===== config.mk =====
export PLATFORM = sky130hd
export DESIGN_NAME = locked_reg_access_arbiter
export DESIGN_NICKNAME = d
export VERILOG_FILES = /design/src/rtl/locked_reg_pkg.sv /design/src/rtl/locked_reg_access_arbiter_bank.sv /design/src/rtl/locked_reg_access_arbiter.sv
export SDC_FILE = /design/constraint.sdc
export NUM_CORES = 1
export LEC_CHECK = 0
export BUFFER_PORTS_ARGS = -buffer_cell sky130_fd_sc_hd__buf_2
export CORE_ASPECT_RATIO = 1.25
export CORE_UTILIZATION = 50
export CTS_CLUSTER_SIZE = 20
export DETAILED_ROUTE_END_ITERATION = 10
export GPL_TIMING_DRIVEN = 0
export PLACE_DENSITY = 0.83
export SYNTH_ARGS = -nofsm -noshare
export SYNTH_HDL_FRONTEND = slang
export SYNTH_SLANG_ARGS = --single-unit

===== constraint.sdc =====
create_clock -name Clk -period 2.4 [get_ports Clk]
set_input_delay 0.24 -clock Clk [delete_from_list [all_inputs] [get_ports Clk]]
set_output_delay 0.24 -clock Clk [all_outputs]
set_load 0.02 [all_outputs]

===== src/rtl/locked_reg_pkg.sv =====
// Shared types and defaults for the locked register access arbiter.
// Optional build macro DEBUG_OVERRIDE_EN is consumed by locked_reg_access_arbiter.
package locked_reg_pkg;

    localparam int DEF_NUM_REGS = 4;
    localparam int DEF_DATA_W   = 16;

    // Transaction sequencing states
    typedef enum logic [1:0] {
        S_IDLE   = 2'd0,
        S_GRANT  = 2'd1,
        S_COMMIT = 2'd2,
        S_RESP   = 2'd3
    } arb_state_e;

    // Identity of the requester owning the current transaction
    typedef enum logic {
        REQ_HOST  = 1'b0,
        REQ_DEBUG = 1'b1
    } req_id_e;

    // The requester that gets priority after 'id' has been served
    function automatic req_id_e other_requester(input req_id_e id);
        if (id == REQ_HOST) begin
            return REQ_DEBUG;
        end else begin
            return REQ_HOST;
        end
    endfunction

endpackage


===== src/rtl/locked_reg_access_arbiter_bank.sv =====
// Register file with one sticky lock bit per register.
// One write port (data write plus optional lock set) and one combinational read port.
module locked_reg_bank
    import locked_reg_pkg::*;
#(
    parameter int NUM_REGS = DEF_NUM_REGS,
    parameter int DATA_W   = DEF_DATA_W
) (
    input  logic                        i_clk,
    input  logic                        i_rst,
    input  logic                        i_we,
    input  logic                        i_lock_set,
    input  logic [$clog2(NUM_REGS)-1:0] i_waddr,
    input  logic [DATA_W-1:0]           i_wdata,
    input  logic [$clog2(NUM_REGS)-1:0] i_raddr,
    output logic [DATA_W-1:0]           o_rdata,
    output logic [NUM_REGS-1:0]         o_lock_vec
);

    logic [DATA_W-1:0]   r_regs [NUM_REGS];
    logic [NUM_REGS-1:0] r_lock;

    // Storage update: reset clears data and locks; locks can only ever be set
    always_ff @(posedge i_clk) begin
        if (i_rst) begin
            for (int i = 0; i < NUM_REGS; i++) begin
                r_regs[i] <= '0;
            end
            r_lock <= '0;
        end else begin
            if (i_we) begin
                r_regs[i_waddr] <= i_wdata;
            end
            if (i_lock_set) begin
                r_lock[i_waddr] <= 1'b1;
            end
        end
    end

    assign o_rdata    = r_regs[i_raddr];
    assign o_lock_vec = r_lock;

endmodule


===== src/rtl/locked_reg_access_arbiter.sv =====
// Round-robin arbiter between a host and a debug writer in front of a lockable
// register bank. Each transaction runs IDLE -> GRANT -> COMMIT -> RESP.
// Build macro DEBUG_OVERRIDE_EN: authorised debug writes ignore register locks.
module locked_reg_access_arbiter
    import locked_reg_pkg::*;
#(
    parameter int NUM_REGS = DEF_NUM_REGS,
    parameter int DATA_W   = DEF_DATA_W
) (
    input  logic                        Clk,
    input  logic                        Reset,
    input  logic                        h_req,
    input  logic [$clog2(NUM_REGS)-1:0] h_addr,
    input  logic [DATA_W-1:0]           h_wdata,
    input  logic                        h_lock,
    output logic                        h_ack,
    output logic                        h_err,
    input  logic                        d_req,
    input  logic [$clog2(NUM_REGS)-1:0] d_addr,
    input  logic [DATA_W-1:0]           d_wdata,
    output logic                        d_ack,
    output logic                        d_err,
    input  logic                        trusted,
    input  logic                        debug_mode,
    input  logic [$clog2(NUM_REGS)-1:0] rd_addr,
    output logic [DATA_W-1:0]           rd_data,
    output logic [NUM_REGS-1:0]         lock_vec
);

    localparam int AW = $clog2(NUM_REGS);

    localparam logic [1:0] ST_IDLE   = S_IDLE;
    localparam logic [1:0] ST_GRANT  = S_GRANT;
    localparam logic [1:0] ST_COMMIT = S_COMMIT;
    localparam logic [1:0] ST_RESP   = S_RESP;

    logic [1:0]          r_state;
    req_id_e             r_id;
    req_id_e             r_rr_prio;
    logic [AW-1:0]       r_addr;
    logic [DATA_W-1:0]   r_wdata;
    logic                r_lock;
    logic                r_perm;
    logic                r_h_ack;
    logic                r_h_err;
    logic                r_d_ack;
    logic                r_d_err;

    logic                w_grant_host;
    logic                w_commit_ok;
    logic                w_we;
    logic                w_lock_set;
    logic                w_granted_req;
    logic [NUM_REGS-1:0] w_lock_vec;

    // Host wins when alone or when it holds the round-robin priority
    assign w_grant_host = h_req & (~d_req | (r_rr_prio == REQ_HOST));

    // Final write decision, using trusted/debug_mode as seen in COMMIT
    always_comb begin
        w_commit_ok = 1'b0;
        if (r_id == REQ_HOST) begin
            w_commit_ok = r_perm;
        end else begin
`ifdef DEBUG_OVERRIDE_EN
            w_commit_ok = trusted & debug_mode;
`else
            w_commit_ok = r_perm & trusted & debug_mode;
`endif
        end
    end

    assign w_we          = (r_state == ST_COMMIT) & w_commit_ok;
    assign w_lock_set    = w_we & (r_id == REQ_HOST) & r_lock;
    assign w_granted_req = (r_id == REQ_HOST) ? h_req : d_req;

    // Transaction sequencer, request latch and registered completion flags
    always_ff @(posedge Clk) begin
        if (Reset) begin
            r_state   <= ST_IDLE;
            r_id      <= REQ_HOST;
            r_rr_prio <= REQ_HOST;
            r_addr    <= '0;
            r_wdata   <= '0;
            r_lock    <= 1'b0;
            r_perm    <= 1'b0;
            r_h_ack   <= 1'b0;
            r_h_err   <= 1'b0;
            r_d_ack   <= 1'b0;
            r_d_err   <= 1'b0;
        end else begin
            r_h_ack <= 1'b0;
            r_h_err <= 1'b0;
            r_d_ack <= 1'b0;
            r_d_err <= 1'b0;
            case (r_state)
                ST_IDLE: begin
                    if (w_grant_host) begin
                        r_id      <= REQ_HOST;
                        r_rr_prio <= other_requester(REQ_HOST);
                        r_addr    <= h_addr;
                        r_wdata   <= h_wdata;
                        r_lock    <= h_lock;
                        r_state   <= ST_GRANT;
                    end else if (d_req) begin
                        r_id      <= REQ_DEBUG;
                        r_rr_prio <= other_requester(REQ_DEBUG);
                        r_addr    <= d_addr;
                        r_wdata   <= d_wdata;
                        r_lock    <= 1'b0;
                        r_state   <= ST_GRANT;
                    end else begin
                        r_state   <= ST_IDLE;
                    end
                end
                ST_GRANT: begin
                    r_perm  <= ~w_lock_vec[r_addr];
                    r_state <= ST_COMMIT;
                end
                ST_COMMIT: begin
                    if (r_id == REQ_HOST) begin
                        r_h_ack <= 1'b1;
                        r_h_err <= ~w_commit_ok;
                    end else begin
                        r_d_ack <= 1'b1;
                        r_d_err <= ~w_commit_ok;
                    end
                    r_state <= ST_RESP;
                end
                ST_RESP: begin
                    if (!w_granted_req) begin
                        r_state <= ST_IDLE;
                    end else begin
                        r_state <= ST_RESP;
                    end
                end
                default: begin
                    r_state <= ST_IDLE;
                end
            endcase
        end
    end

    locked_reg_bank #(
        .NUM_REGS (NUM_REGS),
        .DATA_W   (DATA_W)
    ) u_bank (
        .i_clk      (Clk),
        .i_rst      (Reset),
        .i_we       (w_we),
        .i_lock_set (w_lock_set),
        .i_waddr    (r_addr),
        .i_wdata    (r_wdata),
        .i_raddr    (rd_addr),
        .o_rdata    (rd_data),
        .o_lock_vec (w_lock_vec)
    );

    assign lock_vec = w_lock_vec;
    assign h_ack    = r_h_ack;
    assign h_err    = r_h_err;
    assign d_ack    = r_d_ack;
    assign d_err    = r_d_err;

endmodule


Word-level counts from Yosys, hierarchy flattened
Memory sizes are Yosys's and may differ from the RTL's.
Cells that the tools add are included.
{ "word_totals": {"out_inout_bits": 24, "inputBits": 45, "register_bits": 32, "word_cells": 69, "n_memories": 1, "mem_bits_rw": 64} }
{ "classes": {"reduce_logical": 8, "n_eq_ne": 3, "muxes": 29, "bitwise": 14, "order_cmp": 2} }
{ "memory_table": {"columns": ["memory", "depth", "word_bits", "read_ports", "rd_clocked_by_memory_dff", "wr", "line_no", "source"], "rows": [
  ["u_bank.r_regs", 4, 16, 1, 0, 4, "locked_reg_access_arbiter_bank.sv:20", "logic [DATA_W-1:0] r_regs [NUM_REGS];"]
]} }
{ "op_table": {"columns": ["operator", "count"], "rows": [
  ["16-bit two-way mux", 3],
  ["1-bit two-way mux", 19],
  ["16-bit OR reduction", 1],
  ["2-bit two-way mux", 4],
  ["2-bit one-hot mux with 4 select lines", 1],
  ["1-bit bitwise AND", 6],
  ["1-bit NOT", 6],
  ["3-bit OR reduction", 2],
  ["2-bit equality test, second input constant", 2],
  ["4-bit bitwise OR", 1],
  ["2-bit by 3-bit less-than comparator with 1-bit output, second input constant", 1],
  ["1-bit binary-select mux with 2-bit select", 1],
  ["1-bit demux with 2-bit select", 1],
  ["2-bit by 1-bit equality test with 1-bit output, second input constant", 1],
  ["2-bit by 1-bit greater-or-equal comparator with 1-bit output, second input constant", 1],
  ["2-bit logical NOT", 1],
  ["2-bit AND reduction", 1],
  ["2-bit nonzero test", 1],
  ["2-bit OR reduction", 1],
  ["1-bit logical AND", 1],
  ["1-bit bitwise OR", 1]
]} }

Longest topological paths before layout
Gate-level depths: netlist (run 1).
{ "logic_depth": {"word_depth": 9, "ltp_mapped": 6, "mapped_depth_nobuf": 3} }

Modules after synthesis
Synthesis (run 1) repeated with hierarchy kept, for this count alone.
{ "unflattened": {"hier_cells": 354, "area_unflattened_um2": 4259.1} }
{ "modules_own_cells": {"columns": ["mod", "cells_per_inst", "area_per_inst_um2", "n_inst", "seq_area_each_um2"], "rows": [
  ["locked_reg_bank", 197, 2947.8, 1, 2001.9],
  ["locked_reg_access_arbiter", 157, 1311.3, 1, 560.5]
]} }

Worst setup path before layout (run 1)
Ideal clock, no wire load.
{ "synth_path": {"path_type": "register to register", "startpoint": "reg r_state[1]", "endpoint": "mem u_bank.r_regs[1][0] (netlist bit) (enable)", "slack_ns": 0.431, "n_path_buf": 2, "synth_period_minus_slack_ns": 1.969, "path_stages_with_launch": 6, "arrival_time_ns": 1.636, "setup_ns": 0.334, "required_time_ns": 2.066, "path_cell_list": "dfxtp_1 > buf_2 > or3b_1 > buf_6 > nor4b_4 > or2_2"} }
{ "synth_rtl": {"columns": ["element", "line_no", "source"], "rows": [
  ["start: declaration", "locked_reg_access_arbiter.sv:37", "logic [1:0] r_state;"],
  ["start signal: assignment", "locked_reg_access_arbiter.sv:80", "r_state <= ST_IDLE;"],
  ["start signal: assignment", "locked_reg_access_arbiter.sv:104", "r_state <= ST_GRANT;"],
  ["start signal: assignment", "locked_reg_access_arbiter.sv:111", "r_state <= ST_GRANT;"],
  ["end: declaration", "locked_reg_access_arbiter_bank.sv:20", null]
]} }

==> impl_results.html, run 1 <==
<table>
<tr><th>Metric</th><th>Value</th></tr>
<tr><th colspan="2">Critical path</th></tr>
<tr><td>Critical path data arrival time</td><td>2.29 ns</td></tr>
<tr><td>Startpoint kind of the worst setup timing path</td><td>flop</td></tr>
<tr><td>Highest fanout seen on the critical path</td><td>16</td></tr>
<tr><td>Max stage delay on crit path</td><td>0.52 ns</td></tr>
<tr><td>Kind of end point of the critical path</td><td>flop</td></tr>
<tr><td>Worst path slowest cell</td><td>nor4b_4</td></tr>
<tr><td>Critical path type</td><td>flop to flop</td></tr>
<tr><td>Data required time of the worst path</td><td>2.44 ns</td></tr>
<tr><td>Cell breakdown of the critical path</td><td>buf_2 &gt; or3b_1 &gt; buf_6 &gt; nor4b_4 &gt; or2_4</td></tr>
<tr><td>Number of cells on the worst reg-to-reg path</td><td>5</td></tr>
<tr><th colspan="2">Flow run</th></tr>
<tr><td>Max-cap check violation count</td><td>0</td></tr>
<tr><th colspan="2">Yosys</th></tr>
<tr><td>Fraction of post-synthesis cell area in the top cell type by area</td><td>44.9%</td></tr>
<tr><td>Largest cells by area after synthesis</td><td>edfxtp_1, dfxtp_1, and2_1</td></tr>
<tr><td>Mux share of post-synthesis cell area</td><td>8.95%</td></tr>
<tr><td>Synth warnings</td><td>0</td></tr>
<tr><td>Fraction of the mapped netlist area in compound gates</td><td>7.72%</td></tr>
<tr><td>Post-synthesis simple-gate area fraction</td><td>19.4%</td></tr>
<tr><td>Count of state elements after synthesis</td><td>96</td></tr>
<tr><td>Post-synth cell types</td><td>33</td></tr>
<tr><td>Xor-xnor portion of the synthesized cell area</td><td>0%</td></tr>
<tr><td>Syn Inst Count</td><td>337</td></tr>
<tr><td>Sequential cell area fraction in the yosys report</td><td>59.9%</td></tr>
<tr><td>Largest family of logic cells by synthesized area</td><td>simple AND/OR/NAND/NOR gates</td></tr>
<tr><td>Cell area after technology mapping</td><td>4280 um^2</td></tr>
<tr><td>Cell taking the most area after synthesis</td><td>edfxtp_1</td></tr>
<tr><td>Mean post-synth cell area</td><td>12.7 um^2</td></tr>
<tr><td>Net count after synthesis</td><td>382</td></tr>
<tr><td>Adder-Cell Fraction of Synth Area</td><td>0%</td></tr>
<tr><th colspan="2">Power and ir drop</th></tr>
<tr><td>Relative contribution of sequential cells to total power</td><td>57.7%</td></tr>
<tr><td>Leakage power</td><td>1.85 nW</td></tr>
<tr><td>Proportion of power drawn by the clock network</td><td>29.7%</td></tr>
<tr><td>Sw Pwr</td><td>836 uW</td></tr>
<tr><td>Cell internal power dissipation</td><td>2.43 mW</td></tr>
<tr><td>Switching part of the total power</td><td>25.6%</td></tr>
<tr><td>IR Drop Worst-Case VDD</td><td>0.367 mV</td></tr>
<tr><td>Relative contribution of combinational cells to total power</td><td>12.6%</td></tr>
<tr><td>Power density relative to cell area</td><td>664 nW/um^2</td></tr>
<tr><th colspan="2">Place</th></tr>
<tr><td>Port Buffers</td><td>66</td></tr>
<tr><td>Placed wire-length estimate</td><td>6.28 mm</td></tr>
<tr><td>Placer congestion estimate</td><td>0.898</td></tr>
<tr><th colspan="2">CTS</th></tr>
<tr><td>Post-CTS Setup Inserts</td><td>0</td></tr>
<tr><td>CTS clock-pin slew for the worst setup and hold paths</td><td>0.09 ns</td></tr>
<tr><td># H-tree levels</td><td>3</td></tr>
<tr><td>Clock latency on the worst-skew pair</td><td>0.36 ns</td></tr>
<tr><td>CTS tree</td><td>yes</td></tr>
<tr><td>TritonCTS Buffers</td><td>9</td></tr>
<tr><td>CTS sink cnt</td><td>96</td></tr>
<tr><td>Clock buffer depth</td><td>2</td></tr>
<tr><td>Clock tree root buffer cell</td><td>clkbuf_8</td></tr>
<tr><th colspan="2">Routing</th></tr>
<tr><td>ANT nets after route</td><td>0</td></tr>
<tr><td>DRC violations left</td><td>1</td></tr>
<tr><td>Vias after detailed routing</td><td>2959</td></tr>
<tr><td>Pre-Repair DR Iteration Count</td><td>9</td></tr>
<tr><td>Vias per inst</td><td>5.73</td></tr>
<tr><td>WL per Instance</td><td>17.2 um</td></tr>
<tr><td>Iteration-0 DRC Markers</td><td>270</td></tr>
<tr><td>Routed Wire Length</td><td>8.88 mm</td></tr>
<tr><th colspan="2">GRT</th></tr>
<tr><td>GRT Overall Usage</td><td>21.5%</td></tr>
<tr><td>Via count of the first global-routing pass</td><td>2912</td></tr>
<tr><td>GRT overflow</td><td>0</td></tr>
<tr><td>Initial antenna violation count</td><td>0</td></tr>
<tr><td>Wire length of the first global-routing pass</td><td>14.7 mm</td></tr>
<tr><td>Maximum number of pins on one net before global-route repair</td><td>17</td></tr>
<tr><th colspan="2">Timing</th></tr>
<tr><td>Tightest Pin Transition</td><td>0.821 ns</td></tr>
<tr><td>Highest attainable clock frequency</td><td>0.445 GHz</td></tr>
<tr><td>Setup repair after global routing missed its margin</td><td>no</td></tr>
<tr><td>Number of hold violations in the final report</td><td>0</td></tr>
<tr><td>Summed negative setup slack over all endpoints</td><td>0 ns</td></tr>
<tr><td>Total count of max-transition violations in the final report</td><td>0</td></tr>
<tr><td>Final setup violation count</td><td>0</td></tr>
<tr><td>Hold Slack</td><td>0.138 ns</td></tr>
<tr><td>Final min period</td><td>2.25 ns</td></tr>
<tr><td>Worst clock skew</td><td>0.00567 ns</td></tr>
<tr><td>Worst max-slew margin expressed relative to the limit</td><td>45.3%</td></tr>
<tr><td>Post-route fraction of the period consumed by the critical path</td><td>93.6%</td></tr>
<tr><th colspan="2">Layout</th></tr>
<tr><td>Layout Utilization</td><td>59.4%</td></tr>
<tr><td>Layout-stage area growth over the synthesis result</td><td>15.0%</td></tr>
<tr><td>Fraction of layout instances using a drive strength above 1</td><td>27.4%</td></tr>
<tr><td>Total number of nets in the final design</td><td>459</td></tr>
<tr><td>Most frequent cells in the layout</td><td>buf_2, and2_1, edfxtp_1</td></tr>
<tr><td>ANT cells</td><td>0</td></tr>
<tr><td>Most common cell after layout, fill and taps aside</td><td>buf_2</td></tr>
<tr><th colspan="2">Die</th></tr>
<tr><td>Die boundary width</td><td>84.7 um</td></tr>
<tr><td># rows</td><td>37</td></tr>
<tr><td>Floorplan die area</td><td>8930 um^2</td></tr>
<tr><td>CORE AREA</td><td>8290 um^2</td></tr>
<tr><td>Vertical die dimension</td><td>105 um</td></tr>
<tr><td>I/O pin cnt</td><td>69</td></tr>
<tr><td>Starting utilization of the core area</td><td>51.6%</td></tr>
<tr><th colspan="2">Min path</th></tr>
<tr><td>Hold depth</td><td>3</td></tr>
<tr><td>HP Class</td><td>primary input to flop</td></tr>
<tr><th colspan="2">Status</th></tr>
<tr><td>Status</td><td>complete, but fails checks</td></tr>
<tr><td>Violated checks</td><td>DRC</td></tr>
</table>
==> sequential cells by signal, indices dropped and copies added, names as in the netlist <==
name / cells
d_ack: 1
d_err: 1
h_ack: 1
h_err: 1
r_addr: 2
r_id: 1
r_lock: 1
r_perm: 1
r_rr_prio: 1
r_state: 2
r_wdata: 16
u_bank.o_lock_vec: 4
u_bank.r_regs: 64
==> area by class of cell <==
type                    count  area, um^2
well taps                  97         121
clock inverters             5        30.0
plain buffers              30         151
clock buffers              11         153
fillers                   658        3370
multi-input cells         205        1550
repair buffers             66         330
inverters                   6        22.5
flip-flops and latches     96        2560
==> per-stage QoR <==
| stage | power [mW] | instances | worst slack [ns] | instance area, um^2 |
|---|---|---|---|---|
| 2_1_floorplan | 2.18 | 337 | 0.431 | 4280 |
| 3_3_place_gp | 2.32 | 500 | 0.0575 | 4730 |
| 3_5_place_dp | 2.33 | 500 | 0.0606 | 4730 |
| 4_1_cts | 3.27 | 516 | 0.0415 | 4910 |
| 5_1_grt | 3.39 | 516 | 0.0742 | 4920 |
| 6_report | 3.27 | 516 | 0.154 | 4920 |
==> cell usage after synthesis <==
master	n
nand2_1	2
nor3b_1	1
or3b_1	1
buf_6	4
clkbuf_1	21
o22ai_1	1
buf_4	1
clkbuf_2	1
nor3_1	2
buf_2	3
and2_1	64
nand3_1	20
a21oi_1	5
a41o_1	1
nor2b_1	1
a211oi_1	1
nor4bb_1	1
and4bb_1	1
mux4_2	17
a21boi_2	1
nand4_1	18
nand2b_1	5
edfxtp_1	64
or2_2	4
dfxtp_1	32
nor3b_2	1
a311oi_1	1
a31oi_1	20
nor4b_4	2
a41oi_1	3
o21ai_0	22
inv_1	6
nor2_1	10
==> power groups by stage <==
stage	logic [mW]	registers, mW	clock network (mW)
2_1_floorplan	0.278	1.91	0
3_3_place_gp	0.399	1.92	0
3_5_place_dp	0.408	1.92	0
4_1_cts	0.411	1.89	0.978
5_1_grt	0.456	1.90	1.04
6_report	0.413	1.89	0.969
==> final timing paths <==
| check | slack [ns] | from | end |
|---|---|---|---|
| setup / recovery | 0.15 | r_state[1] | u_bank.r_regs[1][0] |
| hold / removal | 0.14 | h_lock | r_lock |
| hold reg to reg | 0.50 | u_bank.o_lock_vec[2] | u_bank.o_lock_vec[2] |
| setup reg to reg | 0.15 | r_state[1] | u_bank.r_regs[1][0] |
==> timing repair <==
action / 4_1_cts / 5_1_grt
hold endpoints to repair: 0 / 0
hold buffers: 0 / 0
setup endpoints to repair: 0 / 40
resized for setup: 0 / 3
==> per-layer routing <==
metal | part of all wire [%] | track usage (%) | vias up | routed length, um
met5 | 0 | 0 | - | 0
met4 | 2.2 | 9.32 | 0 | 199
met3 | 5.5 | 3.37 | 18 | 488
met2 | 52 | 36.5 | 115 | 4590
met1 | 41 | 27.3 | 1416 | 3600
li1 | - | - | 1410 | -
==> worst max-delay path: cells and delay by family (launching register included) <==
family | cells | cell delay (ns)
buffers and inverters | 2 | 0.33
and+or+nand+nor | 3 | 1.29
DFF | 1 | 0.31
==> cell families after synthesis <==
family	after synthesis
muxes	17
buffers and inverters	36
and+or+nand+nor	133
DFF	96
AOI/OAI and AO/OA	55
(Power assumes the default switching activity.)
==> inputs of run 2 (changes only) <==
- ABC_AREA: not set -> 1
- clock period: 2.4 -> 2.8 ns (I/O delays scaled with it)
==> run 2 against run 1 <==
  * The run still ends with DRC left
  * Sequential power decreased by 14%
  * Non-clock buffer count shrank 4
  * Highest routed layer unchanged
  * Register-to-register slack improved by 0.45 ns
  * Largest cell class unchanged
  * Die area decreased by 1.2%
  * Power is 9.1% lower
  * Count of clock-buffer cells in the layout grew 4
  * Combinational power increased by 1%
  * Area after synthesis down 1.2%
  * Setup slack improved by 0.45 ns
==> impl_results.html, run 2 <==
<table>
<tr><th>Metric</th><th>Value</th></tr>
<tr><th colspan="2">Critical path</th></tr>
<tr><td>Critical path data arrival time</td><td>2.12 ns (-0.17 ns)</td></tr>
<tr><td>Startpoint kind of the worst setup timing path</td><td>flop</td></tr>
<tr><td>Number of cells on the worst reg-to-reg path</td><td>6 (+1)</td></tr>
<tr><td>Data required time of the worst path</td><td>2.72 ns (+0.28 ns)</td></tr>
<tr><td>Minimum setup slack among reg-to-reg paths</td><td>0.60 ns (+0.45 ns)</td></tr>
<tr><td>Cell breakdown of the critical path</td><td>inv_1 &gt; nand2_1 &gt; inv_1 &gt; nand2_2 &gt; buf_2 &gt; nand2_1</td></tr>
<tr><td>Critical path type</td><td>flop to flop</td></tr>
<tr><td>Kind of end point of the critical path</td><td>flop</td></tr>
<tr><td>Worst path slowest cell</td><td>nand2_1</td></tr>
<tr><td>Worst flop-to-flop path endpoint</td><td>u_bank.r_regs[0][14]</td></tr>
<tr><td>Highest fanout seen on the critical path</td><td>16 (unchanged)</td></tr>
<tr><td>Reg-to-Reg Start</td><td>r_addr[0]</td></tr>
<tr><td>Max stage delay on crit path</td><td>0.53 ns (about the same)</td></tr>
<tr><th colspan="2">Min path</th></tr>
<tr><td>Source of the worst hold timing path</td><td>h_lock</td></tr>
<tr><td>HP Class</td><td>primary input to flop</td></tr>
<tr><td>Worst Hold End</td><td>r_lock</td></tr>
<tr><td>Hold depth</td><td>3 (unchanged)</td></tr>
<tr><th colspan="2">Timing</th></tr>
<tr><td>Highest attainable clock frequency</td><td>0.455 GHz (+2.2%)</td></tr>
<tr><td>Worst max-slew margin expressed relative to the limit</td><td>34.7% (-11 points)</td></tr>
<tr><td>Worst clock skew</td><td>0.00887 ns (+0.00320 ns)</td></tr>
<tr><td>Setup repair after global routing missed its margin</td><td>no</td></tr>
<tr><td>Summed negative setup slack over all endpoints</td><td>0 ns (unchanged)</td></tr>
<tr><td>Hold Slack</td><td>0.197 ns (+0.0589 ns)</td></tr>
<tr><td>Post-route fraction of the period consumed by the critical path</td><td>78.5% (-15 points)</td></tr>
<tr><td>Final setup violation count</td><td>0 (unchanged)</td></tr>
<tr><td>Final min period</td><td>2.20 ns (-0.0481 ns)</td></tr>
<tr><td>Total count of max-transition violations in the final report</td><td>0 (unchanged)</td></tr>
<tr><td>Tightest Pin Transition</td><td>0.979 ns (+0.158 ns)</td></tr>
<tr><td>Number of hold violations in the final report</td><td>0 (unchanged)</td></tr>
<tr><th colspan="2">Yosys</th></tr>
<tr><td>Mean post-synth cell area</td><td>9.01 um^2 (-29%)</td></tr>
<tr><td>Synth warnings</td><td>0 (unchanged)</td></tr>
<tr><td>Cell area after technology mapping</td><td>4230 um^2 (-1.2%)</td></tr>
<tr><td>Fraction of post-synthesis cell area in the top cell type by area</td><td>45.5% (+0.56 points)</td></tr>
<tr><td>Syn Inst Count</td><td>469 (+39%)</td></tr>
<tr><td>Sequential cell area fraction in the yosys report</td><td>60.6% (+0.74 points)</td></tr>
<tr><td>Count leader, synth</td><td>nand2_1</td></tr>
<tr><td>Post-synth cell types</td><td>24 (-27%)</td></tr>
<tr><td>Most used flip-flop cell after synthesis</td><td>edfxtp_1</td></tr>
<tr><td>Async S/R FF share, synth</td><td>0% (unchanged)</td></tr>
<tr><td>EDFF count, synth</td><td>64 (unchanged)</td></tr>
<tr><td>Largest cells by area after synthesis</td><td>edfxtp_1, dfxtp_1, nand2_1</td></tr>
<tr><td>Most numerous cell types in the synthesized netlist</td><td>nand2_1, nor2_1, edfxtp_1</td></tr>
<tr><td>Cell taking the most area after synthesis</td><td>edfxtp_1</td></tr>
<tr><td>Count of state elements after synthesis</td><td>96 (unchanged)</td></tr>
<tr><td>Net count after synthesis</td><td>514 (+35%)</td></tr>
<tr><th colspan="2">Power and ir drop</th></tr>
<tr><td>IR Drop Worst-Case VDD</td><td>0.378 mV (+3.0%)</td></tr>
<tr><td>Power density relative to cell area</td><td>605 nW/um^2 (-8.8%)</td></tr>
<tr><td>Leakage power</td><td>2.04 nW (+10%)</td></tr>
<tr><th colspan="2">Status</th></tr>
<tr><td>Violated checks</td><td>DRC</td></tr>
<tr><td>Status</td><td>complete, but fails checks</td></tr>
<tr><th colspan="2">Die</th></tr>
<tr><td>CORE AREA</td><td>8190 um^2 (-1.1%)</td></tr>
<tr><td>Die boundary width</td><td>84.2 um (-0.60%)</td></tr>
<tr><td># rows</td><td>37 (unchanged)</td></tr>
<tr><td>Vertical die dimension</td><td>105 um (-0.60%)</td></tr>
<tr><td>Floorplan die area</td><td>8830 um^2 (-1.2%)</td></tr>
<tr><td>Starting utilization of the core area</td><td>51.6% (-0.058 points)</td></tr>
<tr><td>I/O pin cnt</td><td>69 (unchanged)</td></tr>
<tr><th colspan="2">CTS</th></tr>
<tr><td>TritonCTS Buffers</td><td>9 (unchanged)</td></tr>
<tr><td>Clock tree root buffer cell</td><td>clkbuf_8</td></tr>
<tr><td>Post-CTS Hold Buffers</td><td>0 (unchanged)</td></tr>
<tr><td>Post-CTS Setup Inserts</td><td>0 (unchanged)</td></tr>
<tr><td>CTS tree</td><td>yes</td></tr>
<tr><td>Gates resized, CTS repair</td><td>0 (unchanged)</td></tr>
<tr><td>CTS clock-pin slew for the worst setup and hold paths</td><td>0.08 ns (about the same)</td></tr>
<tr><td># H-tree levels</td><td>3 (unchanged)</td></tr>
<tr><td>Clock buffer depth</td><td>2 (unchanged)</td></tr>
<tr><td>Clock latency on the worst-skew pair</td><td>0.36 ns (about the same)</td></tr>
<tr><td>CTS sink cnt</td><td>96 (unchanged)</td></tr>
<tr><th colspan="2">Routing</th></tr>
<tr><td>DRC violations left</td><td>2 (+1)</td></tr>
<tr><td>ANT nets after route</td><td>0 (unchanged)</td></tr>
<tr><td>Iteration-0 DRC Markers</td><td>207 (-23%)</td></tr>
<tr><td>Vias after detailed routing</td><td>3455 (+17%)</td></tr>
<tr><td>Routed Wire Length</td><td>9.60 mm (+8.1%)</td></tr>
<tr><td>WL per Instance</td><td>14.8 um (-14%)</td></tr>
<tr><td>Pre-Repair DR Iteration Count</td><td>8 (-1)</td></tr>
<tr><td>Vias per inst</td><td>5.32 (-7.3%)</td></tr>
<tr><th colspan="2">Layout</th></tr>
<tr><td>Most frequent cells in the layout</td><td>nand2_1, nor2_1, buf_2</td></tr>
<tr><td>Most common cell after layout, fill and taps aside</td><td>nand2_1</td></tr>
<tr><td>Fraction of layout instances using a drive strength above 1</td><td>19.9% (-7.6 points)</td></tr>
<tr><td>Total number of nets in the final design</td><td>593 (+29%)</td></tr>
<tr><td>Flip-flop count of the largest register after layout</td><td>64 (unchanged)</td></tr>
<tr><td>Layout Utilization</td><td>59.9% (+0.47 points)</td></tr>
<tr><td>Final Cell Area</td><td>4900 um^2 (-0.33%)</td></tr>
<tr><td>Register containing the most flip-flops in the final layout</td><td>u_bank.r_regs</td></tr>
<tr><td>ANT cells</td><td>0 (unchanged)</td></tr>
<tr><td>Layout-stage area growth over the synthesis result</td><td>16.0%</td></tr>
<tr><th colspan="2">GRT</th></tr>
<tr><td>GRT overflow</td><td>0 (unchanged)</td></tr>
<tr><td>Wire length of the first global-routing pass</td><td>15.6 mm (+6.4%)</td></tr>
<tr><td>Via count of the first global-routing pass</td><td>3358 (+15%)</td></tr>
<tr><td>Maximum number of pins on one net before global-route repair</td><td>17 (unchanged)</td></tr>
<tr><td>Initial antenna violation count</td><td>0 (unchanged)</td></tr>
<tr><td>GRT Overall Usage</td><td>23.3% (+1.8 points)</td></tr>
<tr><th colspan="2">Place</th></tr>
<tr><td>Placer congestion estimate</td><td>0.810 (-9.9%)</td></tr>
<tr><td>Post-Place Cell Area</td><td>4690 um^2 (-0.82%)</td></tr>
<tr><td>Port Buffers</td><td>68 (+3.0%)</td></tr>
<tr><td>Placed wire-length estimate</td><td>6.87 mm (+9.3%)</td></tr>
<tr><th colspan="2">Flow run</th></tr>
<tr><td>Max-cap check violation count</td><td>0 (unchanged)</td></tr>
</table>
-- run 2: cell types whose count changed in the layout (fill, tap and decap cells not counted), moves of 16 or more --
cell and change:
a31oi_1 -20, inv_1 +32, a21oi_1 +22, nand4_1 -16
nor2_1 +70, nand2_1 +97, mux4_2 -17, and2_1 -64
-- run 2: kinds of logic after synthesis --
logic type	Yosys count	synth area share, %
buffers and inverters	63	6.22
AND/OR/NAND/NOR	229	22.8
AO/OA/AOI/OAI	81	10.4
flip-flops	96	60.6
-- run 2: final cells by class --
class	count	area, um^2
Multi-Input combinational cell	310	1410
Clock buffer	15	209
Clock inverter	1	3.75
Timing Repair Buffer	68	340
Sequential cell	96	2560
Tap cell	97	121
Fill cell	692	3290
Inverter	39	146
Buffer	24	116
-- run 2: per-layer routing --
layer | wire length [um] | global-route usage [%] | vias up
met5 | 0 | 0 | -
met4 | 339 | 14.3 | 0
met3 | 521 | 3.32 | 27
met2 | 4950 | 41.3 | 151
met1 | 3790 | 26.3 | 1561
li1 | - | - | 1716
-- run 2: worst max-delay path, delay by kind of cell, from the launching register on --
kind,cells,cell delay [ns]
flops,1,0.39
buf+inv,3,0.45
simple gates,3,0.92
-- run 2: worst max-delay path by stage --
stage / startpoint / to / slack [ns] / cells after the start
2_1_floorplan: r_perm / u_bank.r_regs[3][0] / 0.56 / 3
3_3_place_gp: debug_mode / u_bank.r_regs[3][9] / -0.27 / 5
3_5_place_dp: debug_mode / u_bank.r_regs[0][9] / 0.63 / 8
4_1_cts: r_perm / u_bank.r_regs[0][14] / 0.62 / 6
5_1_grt: r_state[1] / u_bank.r_regs[0][14] / 0.47 / 7
6_report: r_addr[0] / u_bank.r_regs[0][14] / 0.60 / 6
-- run 2: per-stage QoR --
stage          total power [mW]  cells  setup WS, ns
2_1_floorplan              1.92    469         0.558
5_1_grt                    3.08    650         0.470
4_1_cts                    2.97    650         0.618
6_report                   2.97    650         0.602
3_5_place_dp               2.07    634         0.634
3_3_place_gp               2.05    634        -0.265
-- run 2: power breakdown --
part	total (mW)	internal, mW	switching [mW]
combinational	0.418	0.131	0.287
sequential	1.62	1.58	0.0419
clock	0.926	0.478	0.448
